[src/rtl/ahb3lite_interconnect_master_port.sv]
// Purpose: master-side port of the AHB3-Lite multi-layer interconnect (one per AHB master).
// Latency: address phase passes through combinationally; one wait state per cycle the target is not granted.
// Backpressure: HREADYOUT low while an address phase is held for an ungranted slave port, else slave's HREADYOUT.
//
// Ports: HCLK/HRESET (sync, active-high); AHB slave interface toward the master (HSEL..HREADY in,
//   HRDATA/HREADYOUT/HRESP out); address map slvHADDRbase/slvHADDRmask; broadcast address/data phase
//   slvH* out with one-hot slvHSEL; per-slave return slvHRDATA/slvHREADYOUT/slvHRESP in; arbiter
//   handshake granted in / can_switch out; mstpriority passed through to slvpriority.
// Optional: define AHB3LITE_MSTPORT_ERROR_RESPONSE_EN to answer unmapped accesses with a two-cycle
//   ERROR response; otherwise they complete with zero wait states, OKAY and HRDATA=0.
module ahb3lite_interconnect_master_port #(
    parameter int HADDR_SIZE = 32,
    parameter int HDATA_SIZE = 32,
    parameter int MASTERS    = 3,
    parameter int SLAVES     = 8
) (
    input  logic                        HCLK,
    input  logic                        HRESET,
    input  logic [$clog2(MASTERS-1):0]  mstpriority,

    input  logic                        HSEL,
    input  logic [HADDR_SIZE-1:0]       HADDR,
    input  logic [HDATA_SIZE-1:0]       HWDATA,
    input  logic                        HWRITE,
    input  logic [2:0]                  HSIZE,
    input  logic [2:0]                  HBURST,
    input  logic [3:0]                  HPROT,
    input  logic [1:0]                  HTRANS,
    input  logic                        HMASTLOCK,
    input  logic                        HREADY,
    output logic [HDATA_SIZE-1:0]       HRDATA,
    output logic                        HREADYOUT,
    output logic                        HRESP,

    input  logic [HADDR_SIZE-1:0]       slvHADDRbase [SLAVES],
    input  logic [HADDR_SIZE-1:0]       slvHADDRmask [SLAVES],

    output logic [$clog2(MASTERS-1):0]  slvpriority,
    output logic [SLAVES-1:0]           slvHSEL,
    output logic [HADDR_SIZE-1:0]       slvHADDR,
    output logic [HDATA_SIZE-1:0]       slvHWDATA,
    output logic                        slvHWRITE,
    output logic [2:0]                  slvHSIZE,
    output logic [2:0]                  slvHBURST,
    output logic [3:0]                  slvHPROT,
    output logic [1:0]                  slvHTRANS,
    output logic                        slvHMASTLOCK,
    output logic                        slvHREADY,
    input  logic [HDATA_SIZE-1:0]       slvHRDATA [SLAVES],
    input  logic [SLAVES-1:0]           slvHREADYOUT,
    input  logic [SLAVES-1:0]           slvHRESP,

    output logic [SLAVES-1:0]           can_switch,
    input  logic [SLAVES-1:0]           granted
);

    localparam int IDX_W = (SLAVES > 1) ? $clog2(SLAVES) : 1;

    localparam logic [1:0] HTRANS_IDLE   = 2'b00;
    localparam logic [1:0] HTRANS_BUSY   = 2'b01;
    localparam logic [1:0] HTRANS_NONSEQ = 2'b10;
    localparam logic [1:0] HTRANS_SEQ    = 2'b11;

`ifdef AHB3LITE_MSTPORT_ERROR_RESPONSE_EN
    typedef enum logic [1:0] {NORMAL, HOLD, ERR1, ERR2} state_t;
`else
    typedef enum logic [1:0] {NORMAL, HOLD} state_t;
`endif

    state_t                 state;

    // data phase owner: dp_vld=0 means IDLE/BUSY/unmapped, answered locally with OKAY
    logic                   dp_vld;
    logic [IDX_W-1:0]       dp_idx;

    // address phase parked while the target slave port has not granted us
    logic [IDX_W-1:0]       hold_idx;
    logic [HADDR_SIZE-1:0]  h_addr;
    logic                   h_write;
    logic [2:0]             h_size;
    logic [2:0]             h_burst;
    logic [3:0]             h_prot;
    logic [1:0]             h_trans;
    logic                   h_lock;

    logic                   dec_vld;
    logic [IDX_W-1:0]       dec_idx;
    logic                   req;

    // lowest-index match wins: scan downward so the last hit is the lowest index
    always_comb begin
        dec_vld = 1'b0;
        dec_idx = '0;
        for (int s = SLAVES-1; s >= 0; s--) begin
            if (HSEL && ((HADDR & slvHADDRmask[s]) == (slvHADDRbase[s] & slvHADDRmask[s]))) begin
                dec_vld = 1'b1;
                dec_idx = IDX_W'(s);
            end
        end
    end

    assign req = HSEL & HTRANS[1];

    always_ff @(posedge HCLK) begin
        if (HRESET) begin
            state    <= NORMAL;
            dp_vld   <= 1'b0;
            dp_idx   <= '0;
            hold_idx <= '0;
            h_addr   <= '0;
            h_write  <= 1'b0;
            h_size   <= '0;
            h_burst  <= '0;
            h_prot   <= '0;
            h_trans  <= HTRANS_IDLE;
            h_lock   <= 1'b0;
        end else begin
            case (state)
                HOLD: begin
                    if (granted[hold_idx] && slvHREADYOUT[hold_idx]) begin
                        state  <= NORMAL;
                        dp_vld <= 1'b1;
                        dp_idx <= hold_idx;
                    end
                end
`ifdef AHB3LITE_MSTPORT_ERROR_RESPONSE_EN
                ERR1: state <= ERR2;
`endif
                // NORMAL, and the last error cycle, which already lets the next address phase through
                default: begin
                    state <= NORMAL;
                    if (HREADY) begin
                        dp_vld <= 1'b0;
                        if (req && dec_vld) begin
                            if (granted[dec_idx]) begin
                                dp_vld <= 1'b1;
                                dp_idx <= dec_idx;
                            end else begin
                                state    <= HOLD;
                                hold_idx <= dec_idx;
                                h_addr   <= HADDR;
                                h_write  <= HWRITE;
                                h_size   <= HSIZE;
                                h_burst  <= HBURST;
                                h_prot   <= HPROT;
                                h_trans  <= HTRANS;
                                h_lock   <= HMASTLOCK;
                            end
                        end
`ifdef AHB3LITE_MSTPORT_ERROR_RESPONSE_EN
                        else if (req) begin
                            state <= ERR1;
                        end
`endif
                    end
                end
            endcase
        end
    end

    always_comb begin
        slvHADDR     = HADDR;
        slvHWRITE    = HWRITE;
        slvHSIZE     = HSIZE;
        slvHBURST    = HBURST;
        slvHPROT     = HPROT;
        slvHTRANS    = HTRANS;
        slvHMASTLOCK = HMASTLOCK;
        slvHSEL      = dec_vld ? (SLAVES'(1) << dec_idx) : '0;
        HRDATA       = dp_vld ? slvHRDATA[dp_idx]    : '0;
        HREADYOUT    = dp_vld ? slvHREADYOUT[dp_idx] : 1'b1;
        HRESP        = dp_vld ? slvHRESP[dp_idx]     : 1'b0;
        case (state)
            HOLD: begin
                slvHADDR     = h_addr;
                slvHWRITE    = h_write;
                slvHSIZE     = h_size;
                slvHBURST    = h_burst;
                slvHPROT     = h_prot;
                slvHMASTLOCK = h_lock;
                // the slave port sees a fresh transfer, so a SEQ beat must restart as NONSEQ
                slvHTRANS    = (h_trans == HTRANS_SEQ) ? HTRANS_NONSEQ : h_trans;
                slvHSEL      = SLAVES'(1) << hold_idx;
                HREADYOUT    = 1'b0;
                HRESP        = 1'b0;
                HRDATA       = '0;
            end
`ifdef AHB3LITE_MSTPORT_ERROR_RESPONSE_EN
            ERR1: begin
                HREADYOUT = 1'b0;
                HRESP     = 1'b1;
                HRDATA    = '0;
            end
            ERR2: begin
                HREADYOUT = 1'b1;
                HRESP     = 1'b1;
                HRDATA    = '0;
            end
`endif
            default: ;
        endcase
    end

    // the slave port qualifies acceptance of a held phase with its grant and its own HREADYOUT
    assign slvHREADY   = HREADYOUT;
    assign slvHWDATA   = HWDATA;
    assign slvpriority = mstpriority;

    always_comb begin
        for (int s = 0; s < SLAVES; s++) begin
            can_switch[s] = !(slvHSEL[s] & (slvHMASTLOCK | (slvHTRANS == HTRANS_SEQ) |
                                            (slvHTRANS == HTRANS_BUSY)));
        end
        if (state == HOLD) can_switch[hold_idx] = 1'b0;
    end

endmodule

[config.mk]
export PLATFORM = sky130hd
export DESIGN_NAME = ahb3lite_interconnect_master_port
export DESIGN_NICKNAME = d
export VERILOG_FILES = /design/src/rtl/ahb3lite_interconnect_master_port.sv
export SDC_FILE = /design/constraint.sdc
export NUM_CORES = 1
export LEC_CHECK = 0
export BUFFER_PORTS_ARGS = -buffer_cell sky130_fd_sc_hd__buf_4
export CELL_PAD_IN_SITES_DETAIL_PLACEMENT = 1
export CELL_PAD_IN_SITES_GLOBAL_PLACEMENT = 2
export CORE_AREA = 2 2 397 399
export CTS_CLUSTER_SIZE = 30
export DETAILED_ROUTE_END_ITERATION = 6
export DIE_AREA = 0 0 399 401
export GPL_TIMING_DRIVEN = 1
export PLACE_DENSITY_LB_ADDON = 0.15
export SETUP_SLACK_MARGIN = 0.05
export SLEW_MARGIN = 15
export SYNTH_ARGS = -nofsm -noshare
export SYNTH_HDL_FRONTEND = slang
export SYNTH_SLANG_ARGS = --single-unit
[constraint.sdc]
create_clock -name HCLK -period 5.5 [get_ports HCLK]
set_clock_uncertainty 0.15 [all_clocks]
set_input_delay 0.55 -clock HCLK [delete_from_list [all_inputs] [get_ports HCLK]]
set_output_delay 0.55 -clock HCLK [all_outputs]
set_load 0.01 [all_outputs]
==> metrics.md, run 1 <==
| Metric | Value |
|---|---|
| Die area | `~160,000 um2` |
| Global routing usage summed across all routing layers | `0.1488` |
| Share of the core filled with cells in the final layout | `0.1263` |
| Nets | `about 2,900` |
| Number of max-slew violations in the final report | `0` |
| Unrepaired setup endpoints after global routing | `no` |
| First-pass GRT wire length | `157.7 mm` |
| Final clock period utilization by the worst path | `0.9227` |
| Peak ir drop on the vdd network | `0.1048 mV` |
| Worst hold path stage count | `2` |
| Register share of total power | `0.192` |
| Share of synthesized registers carrying an async set or reset | `0` |
| Routed Antenna Nets | `0` |
| Largest buffer count on any clock path | `2` |
| Path type of the worst min-delay path | `reg2reg` |
| Final critical delay including setup and external delays | `between 5000 and 6000 ps` |
| Total of endpoints with negative setup slack in the final report | `0` |
| HPWL reported at the end of detailed placement | `roughly 110 mm` |
| Largest net degree at the start of global routing | `55` |
| Power share of the clock group | `0.180` |
| Initial detailed-routing violation count | `just under 700` |
| Drt total wl | `125.2 mm` |
| Reg2reg path depth | `6` |
| Synthesized instance count | `1,174` |
| Clock buffers created by TritonCTS | `5` |
| Mean Syn Cell Area | `just under 9 um2` |
| Prevailing post-synth register cell | `sky130_fd_sc_hd__dfxtp_1` |
| Filler cells | `18,560` |
| Power density of the placed cells | `103.3 nW/um2` |
| Met3 WL post-DR | `slightly above 10 mm` |
| Routed length per instance | `approximately 30 um` |
| # rows | `145` |
| Max-cap violation count | `0` |
| FMAX | `between 150 and 200 MHz` |
| Critical path data required time | `~4800 ps` |
| Worst skew pair latency | `approximately 330 ps` |
| Met2 WL post-DR | `62.71 mm` |
| Cell internal pwr | `around 1200 uW` |
| Die Ht | `around 400 um` |
| Buffers inserted during post-CTS setup optimization | `0` |
| Initial Util | `0.06518` |
| Status | `completed` |
| Average vias per placed instance | `~3.4` |
| Top metal layer carrying routed signals | `met5` |
| Count of distinct cell types in the synthesized netlist | `between 50 and 60` |
| Fraction of layout instances using a drive strength above 1 | `0.5514` |
| Slew @ Worst Pin | `1041 ps` |
| Via count of the first global-routing pass | `16,000` |
| Final hold vios | `0` |
| CTS tree | `built` |
| Critical path launch point type | `primary input` |
| Clock transition time at the flip-flop clock pins of the worst setup and hold paths | `around 80 ps` |
| Top-level port count | `1,007` |
| Final estimated routing congestion in global placement | `0.8243` |
| Instance count after placement with tap cells included | `~4,000` |
| Chip width | `approximately 400 um` |
| First-pass iteration count of the detailed router | `7` |
| Number of enable flip-flop cells after synthesis | `0` |
| Switching power of the nets | `roughly 830 uW` |
| Number of input and output port buffers inserted | `roughly 940` |
| Reported leakage power | `around 0.0080 uW` |
| Post-synthesis register bit count | `54` |
| Crit-path max FO | `10` |
| H-Tree Depth | `2` |
| Yosys synthesis warning count | `0` |
| Normalized max-slew margin | `0.3052` |
| Post-Syn Nets | `slightly above 2,000` |
| Standard cell core area | `155,700 um2` |
| Overflow left after global routing | `0` |
| Wire length on met1 | `about 49 mm` |
| CTS sink cnt | `54` |
| Post-synthesis sequential area ratio | `0.1065` |
| Syn-to-layout area delta | `93.81%` |
| Hold bufs inserted after CTS | `0` |
| Setup CP Type | `in2out` |
| Number of cells upsized or downsized after cts | `0` |
| Worst Path Arrival | `around 4400 ps` |
| Combinational fraction of design power | `0.628` |
| Cell chosen for the clock root | `sky130_fd_sc_hd__clkbuf_16` |
| Antenna violations before repair | `45` |
| Final Instance Count excl. Fillers | `4,119` |
| Critical path endpoint category | `output port` |
| Summed negative setup slack over all endpoints | `0 ps` |
| Post-synthesis instance area | `slightly above 10,000 um2` |
| Switching fraction of total power | `0.4073` |
| Detailed-route DRC error count | `0` |
| Routed vias | `14,140` |
==> per-stage QoR <==
step | hold slack, ps | area [um2] | setup slack [ps] | power [uW]
floorplan | 296.0 | 10150 | 1804 | 852.6
global placement | 305.8 | 19450 | 331.8 | 1695
detailed placement | 314.7 | 19450 | 360.9 | 1699
CTS | 305.8 | 19590 | 397.6 | 2102
global route | 322.1 | 19650 | 228.7 | 2175
finish | 328.1 | 19660 | 425.2 | 2031
==> routing by layer <==
metal / up-vias / GRT usage
li1: 6256 / -
met1: 7045 / 0.1668
met2: 699 / 0.2582
met3: 123 / 0.04766
met4: 18 / 0.05995
met5: - / 0
==> power by group through the flow <==
stage	Combinational (uW)	Sequential (uW)	Clock [uW]
2_1_floorplan	453	400	0
3_3_place_gp	1300	398	0
3_5_place_dp	1300	398	0
4_1_cts	1310	389	407
5_1_grt	1370	389	416
6_report	1280	389	367
==> worst paths after layout <==
kind	startpoint	to	slack (ps)
max	HADDR[14]	can_switch[3]	430
max reg2reg	hold_idx[0]$_SDFFE_PP0P_	dp_idx[0]$_SDFFE_PP0P_	2650
min reg2reg	h_lock$_SDFFE_PP0P_	h_lock$_SDFFE_PP0P_	330
min	h_lock$_SDFFE_PP0P_	h_lock$_SDFFE_PP0P_	330
==> critical path, cell delays in order <==
cell and delay [ps]:
sky130_fd_sc_hd__buf_4 360, sky130_fd_sc_hd__xor2_1 120, sky130_fd_sc_hd__a22oi_1 550, sky130_fd_sc_hd__nand4_1 230, sky130_fd_sc_hd__nor3_1 310, sky130_fd_sc_hd__a2bb2oi_1 280
sky130_fd_sc_hd__o31ai_2 460, sky130_fd_sc_hd__nand3_1 340, sky130_fd_sc_hd__nor3b_1 660, sky130_fd_sc_hd__a21o_1 240, sky130_fd_sc_hd__o21ai_0 100, sky130_fd_sc_hd__buf_4 160
==> state kept, by name, indices dropped and copies added, names as in the netlist <==
name,flops
dp_idx,3
h_burst,3
dp_vld,1
h_addr,32
h_prot,4
h_write,1
h_size,3
hold_idx,3
h_lock,1
state,1
h_trans,2
==> placed cells by master (no fill, tap or decap), types with 2 or more instances in the layout <==
| master | synthesis | final |
|---|---|---|
| sky130_fd_sc_hd__clkbuf_16 | 0 | 5 |
| sky130_fd_sc_hd__mux4_2 | 72 | 72 |
| sky130_fd_sc_hd__and3_1 | 10 | 10 |
| sky130_fd_sc_hd__nor3_1 | 16 | 16 |
| sky130_fd_sc_hd__inv_1 | 8 | 8 |
| sky130_fd_sc_hd__and2_1 | 3 | 3 |
| sky130_fd_sc_hd__nor2_1 | 45 | 45 |
| sky130_fd_sc_hd__a222oi_1 | 14 | 14 |
| sky130_fd_sc_hd__a21boi_0 | 4 | 4 |
| sky130_fd_sc_hd__nand2_1 | 39 | 39 |
| sky130_fd_sc_hd__nor4_1 | 3 | 2 |
| sky130_fd_sc_hd__nor4_2 | 1 | 2 |
| sky130_fd_sc_hd__nor2b_1 | 2 | 2 |
| sky130_fd_sc_hd__a31o_2 | 3 | 3 |
| sky130_fd_sc_hd__nand3_1 | 51 | 51 |
| sky130_fd_sc_hd__buf_4 | 40 | 973 |
| sky130_fd_sc_hd__o21ai_4 | 0 | 2 |
| sky130_fd_sc_hd__nand2b_1 | 3 | 3 |
| sky130_fd_sc_hd__diode_2 | 0 | 28 |
| sky130_fd_sc_hd__o22ai_1 | 4 | 4 |
| sky130_fd_sc_hd__dfxtp_1 | 54 | 50 |
| sky130_fd_sc_hd__nand4_1 | 50 | 50 |
| sky130_fd_sc_hd__or2_2 | 2 | 2 |
| sky130_fd_sc_hd__a22o_1 | 17 | 17 |
| sky130_fd_sc_hd__a221oi_1 | 17 | 17 |
| sky130_fd_sc_hd__a21o_1 | 3 | 3 |
| sky130_fd_sc_hd__dfxtp_4 | 0 | 3 |
| sky130_fd_sc_hd__xor2_1 | 256 | 256 |
| sky130_fd_sc_hd__mux2i_1 | 40 | 40 |
| sky130_fd_sc_hd__a21oi_1 | 55 | 55 |
| sky130_fd_sc_hd__a211oi_1 | 2 | 2 |
| sky130_fd_sc_hd__mux2_2 | 44 | 44 |
| sky130_fd_sc_hd__o21ai_0 | 28 | 27 |
| sky130_fd_sc_hd__o21ai_1 | 31 | 31 |
| sky130_fd_sc_hd__or3_1 | 4 | 4 |
| sky130_fd_sc_hd__a22oi_1 | 147 | 147 |
| sky130_fd_sc_hd__buf_12 | 0 | 5 |
==> synthesized netlist by cell type, drive strengths merged, types with 37 or more instances <==
library cell / n / share of area
nor2: 45 / 0.017
buf: 90 / 0.058
mux4: 72 / 0.16
nand3: 51 / 0.025
nand2: 39 / 0.014
clkbuf: 37 / 0.014
mux2i: 40 / 0.039
mux2: 44 / 0.049
dfxtp: 54 / 0.11
a22oi: 147 / 0.11
nand4: 50 / 0.031
xor2: 256 / 0.22
o21ai: 60 / 0.030
a21oi: 55 / 0.027
==> kinds of logic (layout without fill, tap and decap cells) <==
group,count (synthesis),in the layout,share of synthesized area
AO/OA/AOI/OAI,337,337,0.2311
buffers and inverters,135,994,0.07424
multiplexers,156,156,0.2481
flip-flops,54,54,0.1065
XOR/XNOR,256,256,0.2210
AND/OR/NAND/NOR,236,236,0.1190
other,0,28,0
==> cell type report <==
| cell class | instances | area [um2] | share of cell area |
|---|---|---|---|
| multi-input combinational | 985 | 8346 | 0.4244 |
| timing repair buffer | 978 | 7405 | 0.3766 |
| tap | 2058 | 2575 | 0.1309 |
| sequential | 54 | 1094 | 0.05561 |
| clock buffer | 6 | 128.9 | 0.006554 |
| antenna | 28 | 70.07 | 0.003563 |
| inverter | 8 | 30.03 | 0.001527 |
| clock inverter | 2 | 16.27 | 0.0008272 |
Note: power is estimated with default switching activity, not from simulation.
==> run 2: changes to the inputs <==
--- a/config.mk
+++ b/config.mk
@@ -5,13 +5,14 @@
 export SDC_FILE = /design/constraint.sdc
 export NUM_CORES = 1
 export LEC_CHECK = 0
+export ABC_AREA = 1
 export BUFFER_PORTS_ARGS = -buffer_cell sky130_fd_sc_hd__buf_4
 export CELL_PAD_IN_SITES_DETAIL_PLACEMENT = 1
 export CELL_PAD_IN_SITES_GLOBAL_PLACEMENT = 2
-export CORE_AREA = 2 2 397 399
+export CORE_AREA = 2 2 396 398
 export CTS_CLUSTER_SIZE = 30
 export DETAILED_ROUTE_END_ITERATION = 6
-export DIE_AREA = 0 0 399 401
+export DIE_AREA = 0 0 398 400
 export GPL_TIMING_DRIVEN = 1
 export PLACE_DENSITY_LB_ADDON = 0.15
 export SETUP_SLACK_MARGIN = 0.05
==> metrics.md, run 2 <==
| Metric | Value |
|---|---|
| Cell chosen for the clock root | `sky130_fd_sc_hd__clkbuf_16` |
| Final hold vios | `0` |
| Reg2reg path depth | `8` |
| Standard cell core area | `155,100 um2` |
| Share of the core filled with cells in the final layout | `0.1322` |
| Max-cap violation count | `0` |
| Crit-path max FO | `17` |
| Synth top area cells | `sky130_fd_sc_hd__nand2_1, sky130_fd_sc_hd__nor2_1, sky130_fd_sc_hd__o21ai_0, sky130_fd_sc_hd__dfxtp_1, sky130_fd_sc_hd__nand3_1` |
| Peak ir drop on the vdd network | `approximately 0.13 mV` |
| Routed length per instance | `~28 um` |
| Detailed-route DRC error count | `0` |
| HPWL reported at the end of detailed placement | `~130 mm` |
| Number of cells upsized or downsized after cts | `0` |
| Slew @ Worst Pin | `around 990 ps` |
| First-pass GRT wire length | `roughly 190 mm` |
| Post-Syn Nets | `3,120` |
| Setup CP Type | `in2out` |
| Reported leakage power | `roughly 0.0096 uW` |
| Post-synthesis sequential area ratio | `0.09449` |
| Post-synthesis register bit count | `54` |
| Leading cell type by number of instances after synthesis | `sky130_fd_sc_hd__nand2_1` |
| Syn-to-layout area delta | `79.20%` |
| CTS tree | `built` |
| Commonest cells after routing, fill and taps aside | `sky130_fd_sc_hd__buf_4, sky130_fd_sc_hd__nand2_1, sky130_fd_sc_hd__nor2_1, sky130_fd_sc_hd__o21ai_0, sky130_fd_sc_hd__nand3_1` |
| Largest net degree at the start of global routing | `67` |
| First-pass iteration count of the detailed router | `5` |
| Overflow left after global routing | `0` |
| Most frequent cells after synthesis | `sky130_fd_sc_hd__nand2_1, sky130_fd_sc_hd__nor2_1, sky130_fd_sc_hd__o21ai_0` |
| Top-level port count | `1,007` |
| Register bank with the most flops | `h_addr` |
| Clock transition time at the flip-flop clock pins of the worst setup and hold paths | `roughly 100 ps` |
| Die Ht | `400 um` |
| Count of distinct cell types in the synthesized netlist | `45` |
| Initial detailed-routing violation count | `752` |
| Prevailing post-synth register cell | `sky130_fd_sc_hd__dfxtp_1` |
| Clock buffers created by TritonCTS | `5` |
| Max FFs per register | `32` |
| Total of endpoints with negative setup slack in the final report | `0` |
| FMAX | `between 200 and 250 MHz` |
| Unrepaired setup endpoints after global routing | `no` |
| Antenna violations before repair | `between 50 and 60` |
| Die area | `between 150,000 and 200,000 um2` |
| Status | `completed` |
| Chip width | `398 um` |
| Critical path endpoint category | `output port` |
| Nets | `around 4,000` |
| Routed Antenna Nets | `0` |
| Final critical delay including setup and external delays | `about 4700 ps` |
| Top-area cell type share of the netlist area | `0.1690` |
| Normalized max-slew margin | `0.3413` |
| Cell type with the largest total area after synthesis | `sky130_fd_sc_hd__nand2_1` |
| Critical path data required time | `4800 ps` |
| Worst hold path stage count | `2` |
| Initial Util | `0.07376` |
| Routed vias | `18,530` |
| Mean Syn Cell Area | `5.098 um2` |
| Final estimated routing congestion in global placement | `~0.8` |
| CTS sink cnt | `54` |
| Post-synthesis instance area | `approximately 11,000 um2` |
| # rows | `145` |
| Number of enable flip-flop cells after synthesis | `0` |
| Yosys synthesis warning count | `0` |
| Via count of the first global-routing pass | `about 20,000` |
| Number of input and output port buffers inserted | `~940` |
| Global routing usage summed across all routing layers | `0.1728` |
| Synthesized instance count | `2,244` |
| Top flop regs | `h_addr x32, h_prot x4` |
| Path type of the worst min-delay path | `in2reg` |
| H-Tree Depth | `2` |
| Final clock period utilization by the worst path | `0.8526` |
| Power density of the placed cells | `between 100 and 150 nW/um2` |
| Worst Path Arrival | `3990 ps` |
| Average vias per placed instance | `roughly 3.6` |
| Summed negative setup slack over all endpoints | `0 ps` |
| Largest buffer count on any clock path | `2` |
| Critical path launch point type | `primary input` |
| Drt total wl | `143.4 mm` |
| Share of synthesized registers carrying an async set or reset | `0` |
| Leading cell type in the layout, fill and taps excluded | `sky130_fd_sc_hd__buf_4` |
| Number of max-slew violations in the final report | `0` |
| Hold bufs inserted after CTS | `0` |
| Worst skew pair latency | `between 300 and 400 ps` |
| Fraction of layout instances using a drive strength above 1 | `0.3488` |
| Buffers inserted during post-CTS setup optimization | `0` |
==> run 2: cell count changes after synthesis, moves of 35 or more <==
cell	change
sky130_fd_sc_hd__a22oi_1	-146
sky130_fd_sc_hd__inv_1	+102
sky130_fd_sc_hd__mux2_2	-44
sky130_fd_sc_hd__mux2i_1	-40
sky130_fd_sc_hd__mux4_2	-72
sky130_fd_sc_hd__nand2_1	+476
sky130_fd_sc_hd__nand3_1	+149
sky130_fd_sc_hd__nor2_1	+420
sky130_fd_sc_hd__o21ai_0	+277
sky130_fd_sc_hd__o22ai_1	+35
sky130_fd_sc_hd__or2_1	+40
sky130_fd_sc_hd__or2_2	+58
sky130_fd_sc_hd__xor2_1	-239
==> run 2: layout make-up <==
type                       instances  area, um2
fill                           19240     134600
multi-input combinational       1915       8980
timing repair buffer             960       7232
tap                             2058       2575
sequential                        54       1090
inverter                         119      451.7
clock buffer                       5      125.1
clock inverter                     3      28.78
antenna                            8      20.02
==> run 2: worst max-delay path: stages <==
cell,delay (ps)
sky130_fd_sc_hd__buf_4,200
sky130_fd_sc_hd__or2_1,250
sky130_fd_sc_hd__nand3_1,290
sky130_fd_sc_hd__nand2_1,100
sky130_fd_sc_hd__nor2_1,160
sky130_fd_sc_hd__nand2_1,110
sky130_fd_sc_hd__nor2_1,340
sky130_fd_sc_hd__nand3_1,260
sky130_fd_sc_hd__o21ai_0,280
sky130_fd_sc_hd__nor2_1,160
sky130_fd_sc_hd__nor3_2,320
sky130_fd_sc_hd__inv_1,140
sky130_fd_sc_hd__o31ai_1,510
sky130_fd_sc_hd__nand2_1,120
sky130_fd_sc_hd__buf_4,170
==> run 2: report_power, final <==
group	switching [uW]	internal [uW]
logic	672	584
registers	0.0302	390
clock network	265	178
==> run 2: metal layers <==
layer | vias up | share of wire | routed length, um | track usage
met4 | 62 | 0.010 | 1505 | 0.02131
met3 | 113 | 0.073 | 10440 | 0.05416
met2 | 663 | 0.53 | 75710 | 0.3306
li1 | 9051 | - | - | -
met1 | 8636 | 0.39 | 55360 | 0.1884
met5 | - | 0.0028 | 398 | 0
==> run 2: path summary, 6_finish.rpt <==
kind	startpoint	to	slack, ps
worst min register to register	h_addr[25]$_SDFFE_PP0P_	h_addr[25]$_SDFFE_PP0P_	340
worst max register to register	state[0]$_SDFFE_PP0P_	h_write$_SDFFE_PP0P_	2930
worst max-delay path	HADDR[24]	can_switch[6]	810
worst min-delay path	HRESET	state[0]$_SDFFE_PP0P_	230
==> run 2: logic make-up after synthesis <==
family                    synth area share
DFF                                0.09449
and+or+nand+nor                     0.5285
AOI/OAI and AO/OA                   0.2431
buffers and inverters               0.1208
xor gates and xnor gates           0.01301
==> run 2: through the flow <==
step | power, uW | cells | hold slack [ps] | cell area, um2 | setup slack (ps)
global route | 2249 | 5116 | 214.0 | 20490 | 481.1
floorplan | 834.2 | 2244 | 290.1 | 11440 | 2371
finish | 2089 | 5122 | 232.0 | 20500 | 810.5
detailed placement | 1693 | 5106 | 324.0 | 20330 | 625.3
CTS | 2174 | 5114 | 197.1 | 20480 | 618.7
global placement | 1688 | 5106 | 314.7 | 20330 | 673.0
==> run 3: changes to the inputs <==
==> constraint.sdc (replaced) <==
create_clock -name HCLK -period 5.5 [get_ports HCLK]
set_clock_uncertainty 0.15 [all_clocks]
set_input_delay 0.55 -clock HCLK [delete_from_list [all_inputs] [get_ports HCLK]]
set_output_delay 0.55 -clock HCLK [all_outputs]
set_load 0.05 [all_outputs]
==> metrics.md, run 3 (synthesis results as in run 2) <==
| Metric | Value |
|---|---|
| Final clock period utilization by the worst path | `0.8949` |
| Reported leakage power | `0.009601 uW` |
| Clock transition time at the flip-flop clock pins of the worst setup and hold paths | `roughly 90 ps` |
| Initial Util | `0.07376` |
| # rows | `about 150` |
| Power density of the placed cells | `roughly 100 nW/um2` |
| Register-to-register setup slack | `roughly 2700 ps` |
| Peak ir drop on the vdd network | `around 0.12 mV` |
| Number of max-slew violations in the final report | `0` |
| Nets | `3,935` |
| Normalized max-slew margin | `0.3703` |
| H-Tree Depth | `2` |
| FMAX | `203.2 MHz` |
| Critical path launch point type | `primary input` |
| Reg2reg path depth | `8` |
| CTS tree | `built` |
| Total of endpoints with negative setup slack in the final report | `0` |
| Setup CP Type | `in2out` |
| Leading cell type in the layout, fill and taps excluded | `sky130_fd_sc_hd__buf_4` |
| Final Instance Area | `roughly 21,000 um2` |
| Top flop regs | `h_addr x32, h_prot x4` |
| First-pass iteration count of the detailed router | `5` |
| Overflow left after global routing | `0` |
| Clock buffers created by TritonCTS | `5` |
| Largest net degree at the start of global routing | `83` |
| Delay of the slowest cell on the worst path | `660 ps` |
| Via count of the first global-routing pass | `19,570` |
| Path type of the worst min-delay path | `in2reg` |
| Buffers inserted during post-CTS setup optimization | `0` |
| First-pass GRT wire length | `183.9 mm` |
| Cell area after placement | `slightly above 20,000 um2` |
| Routed vias | `about 19,000` |
| Detailed-route DRC error count | `0` |
| Fraction of layout instances using a drive strength above 1 | `0.3493` |
| Share of the core filled with cells in the final layout | `0.1323` |
| Commonest cells after routing, fill and taps aside | `sky130_fd_sc_hd__buf_4, sky130_fd_sc_hd__nand2_1, sky130_fd_sc_hd__nor2_1, sky130_fd_sc_hd__o21ai_0, sky130_fd_sc_hd__nand3_1` |
| Chip width | `~400 um` |
| Initial detailed-routing violation count | `829` |
| Standard cell core area | `155,100 um2` |
| Critical path endpoint category | `output port` |
| Max-cap violation count | `0` |
| Worst Path Arrival | `~4200 ps` |
| Crit-path max FO | `17` |
| Syn-to-layout area delta | `79.36%` |
| Global routing usage summed across all routing layers | `0.1729` |
| CTS sink cnt | `54` |
| Worst hold path stage count | `2` |
| Worst slack at placement | `549.8 ps` |
| Final hold vios | `0` |
| Min setup slack post-route | `578.0 ps` |
| Number of cells upsized or downsized after cts | `0` |
| Worst skew pair latency | `around 350 ps` |
| Hold bufs inserted after CTS | `0` |
| Critical path data required time | `approximately 4800 ps` |
| Largest buffer count on any clock path | `2` |
| Register bank with the most flops | `h_addr` |
| Routed length per instance | `around 28 um` |
| Status | `completed` |
| Top-level port count | `about 1,000` |
| Unrepaired setup endpoints after global routing | `no` |
| Routed Antenna Nets | `0` |
| Final estimated routing congestion in global placement | `about 0.81` |
| Max FFs per register | `32` |
| HPWL reported at the end of detailed placement | `127.7 mm` |
| Slew @ Worst Pin | `approximately 940 ps` |
| Cell chosen for the clock root | `sky130_fd_sc_hd__clkbuf_16` |
| Drt total wl | `between 100 and 150 mm` |
| Die area | `roughly 160,000 um2` |
| Summed negative setup slack over all endpoints | `0 ps` |
| Average vias per placed instance | `between 3 and 4` |
| List of cells traversed by the critical path | `buf_4 > or2_1 > nand3_1 > nand2_1 > nor2_1 > nand2_1 > nor2_1 > nand3_1 > o21ai_0 > nor2_1 > nor3_2 > inv_1 > o31ai_1 > nand2_1 > buf_4` |
| Number of input and output port buffers inserted | `about 940` |
| Slowest stage cell on the critical path | `sky130_fd_sc_hd__o31ai_1` |
| Final critical delay including setup and external delays | `around 5000 ps` |
| Die Ht | `400 um` |
| Antenna violations before repair | `74` |
run 3: cell count changes in the layout (fill, tap and decap cells not counted), sizes merged:
cell	delta
clkbuf	+1
buf	+4
clkinv	-1
run 3: path summary, 6_finish.rpt:
check | startpoint | to
hold / removal | HRESET | state[0]$_SDFFE_PP0P_
hold reg to reg | h_trans[1]$_SDFFE_PP0P_ | h_trans[1]$_SDFFE_PP0P_
setup reg to reg | state[0]$_SDFFE_PP0P_ | h_addr[18]$_SDFFE_PP0P_
setup / recovery | HADDR[24] | can_switch[6]
run 3: per-layer routing:
metal  routed length (um)  up-vias  share of wire  GRT usage
met4                 1452       86          0.010    0.02070
met1                53080     8650           0.37     0.1820
li1                     -     9061              -          -
met3                12340      139          0.086    0.06611
met2                75970      629           0.53     0.3302
met5                  530        -         0.0037          0
run 3: where the power goes:
group / leakage, uW / switching, uW / internal, uW
registers: 0.000437 / 0.0223 / 390
clock network: 0.0000713 / 252 / 174
logic: 0.00909 / 729 / 587
run 3: layout make-up:
type	instances	area, um2
diodes	8	20.02
multi-input cells	1915	8980
well taps	2058	2575
inverters	119	451.7
repair buffers	964	7262
clock inverters	2	13.76
fillers	19260	134600
clock buffers	6	128.9
flip-flops and latches	54	1090
run 3: through the flow:
stage,std cells,power (uW),hold slack [ps]
2_1_floorplan,2244,929.3,290.1
3_3_place_gp,5110,1749,306.9
3_5_place_dp,5110,1754,313.1
4_1_cts,5118,2218,204.7
5_1_grt,5122,2291,224.9
6_report,5126,2131,249.3
run 3: worst max-delay path, delay by kind of cell:
family          cells  cell delay [ps]
compound gates      2              920
buf+inv             3              560
simple gates       10             2160
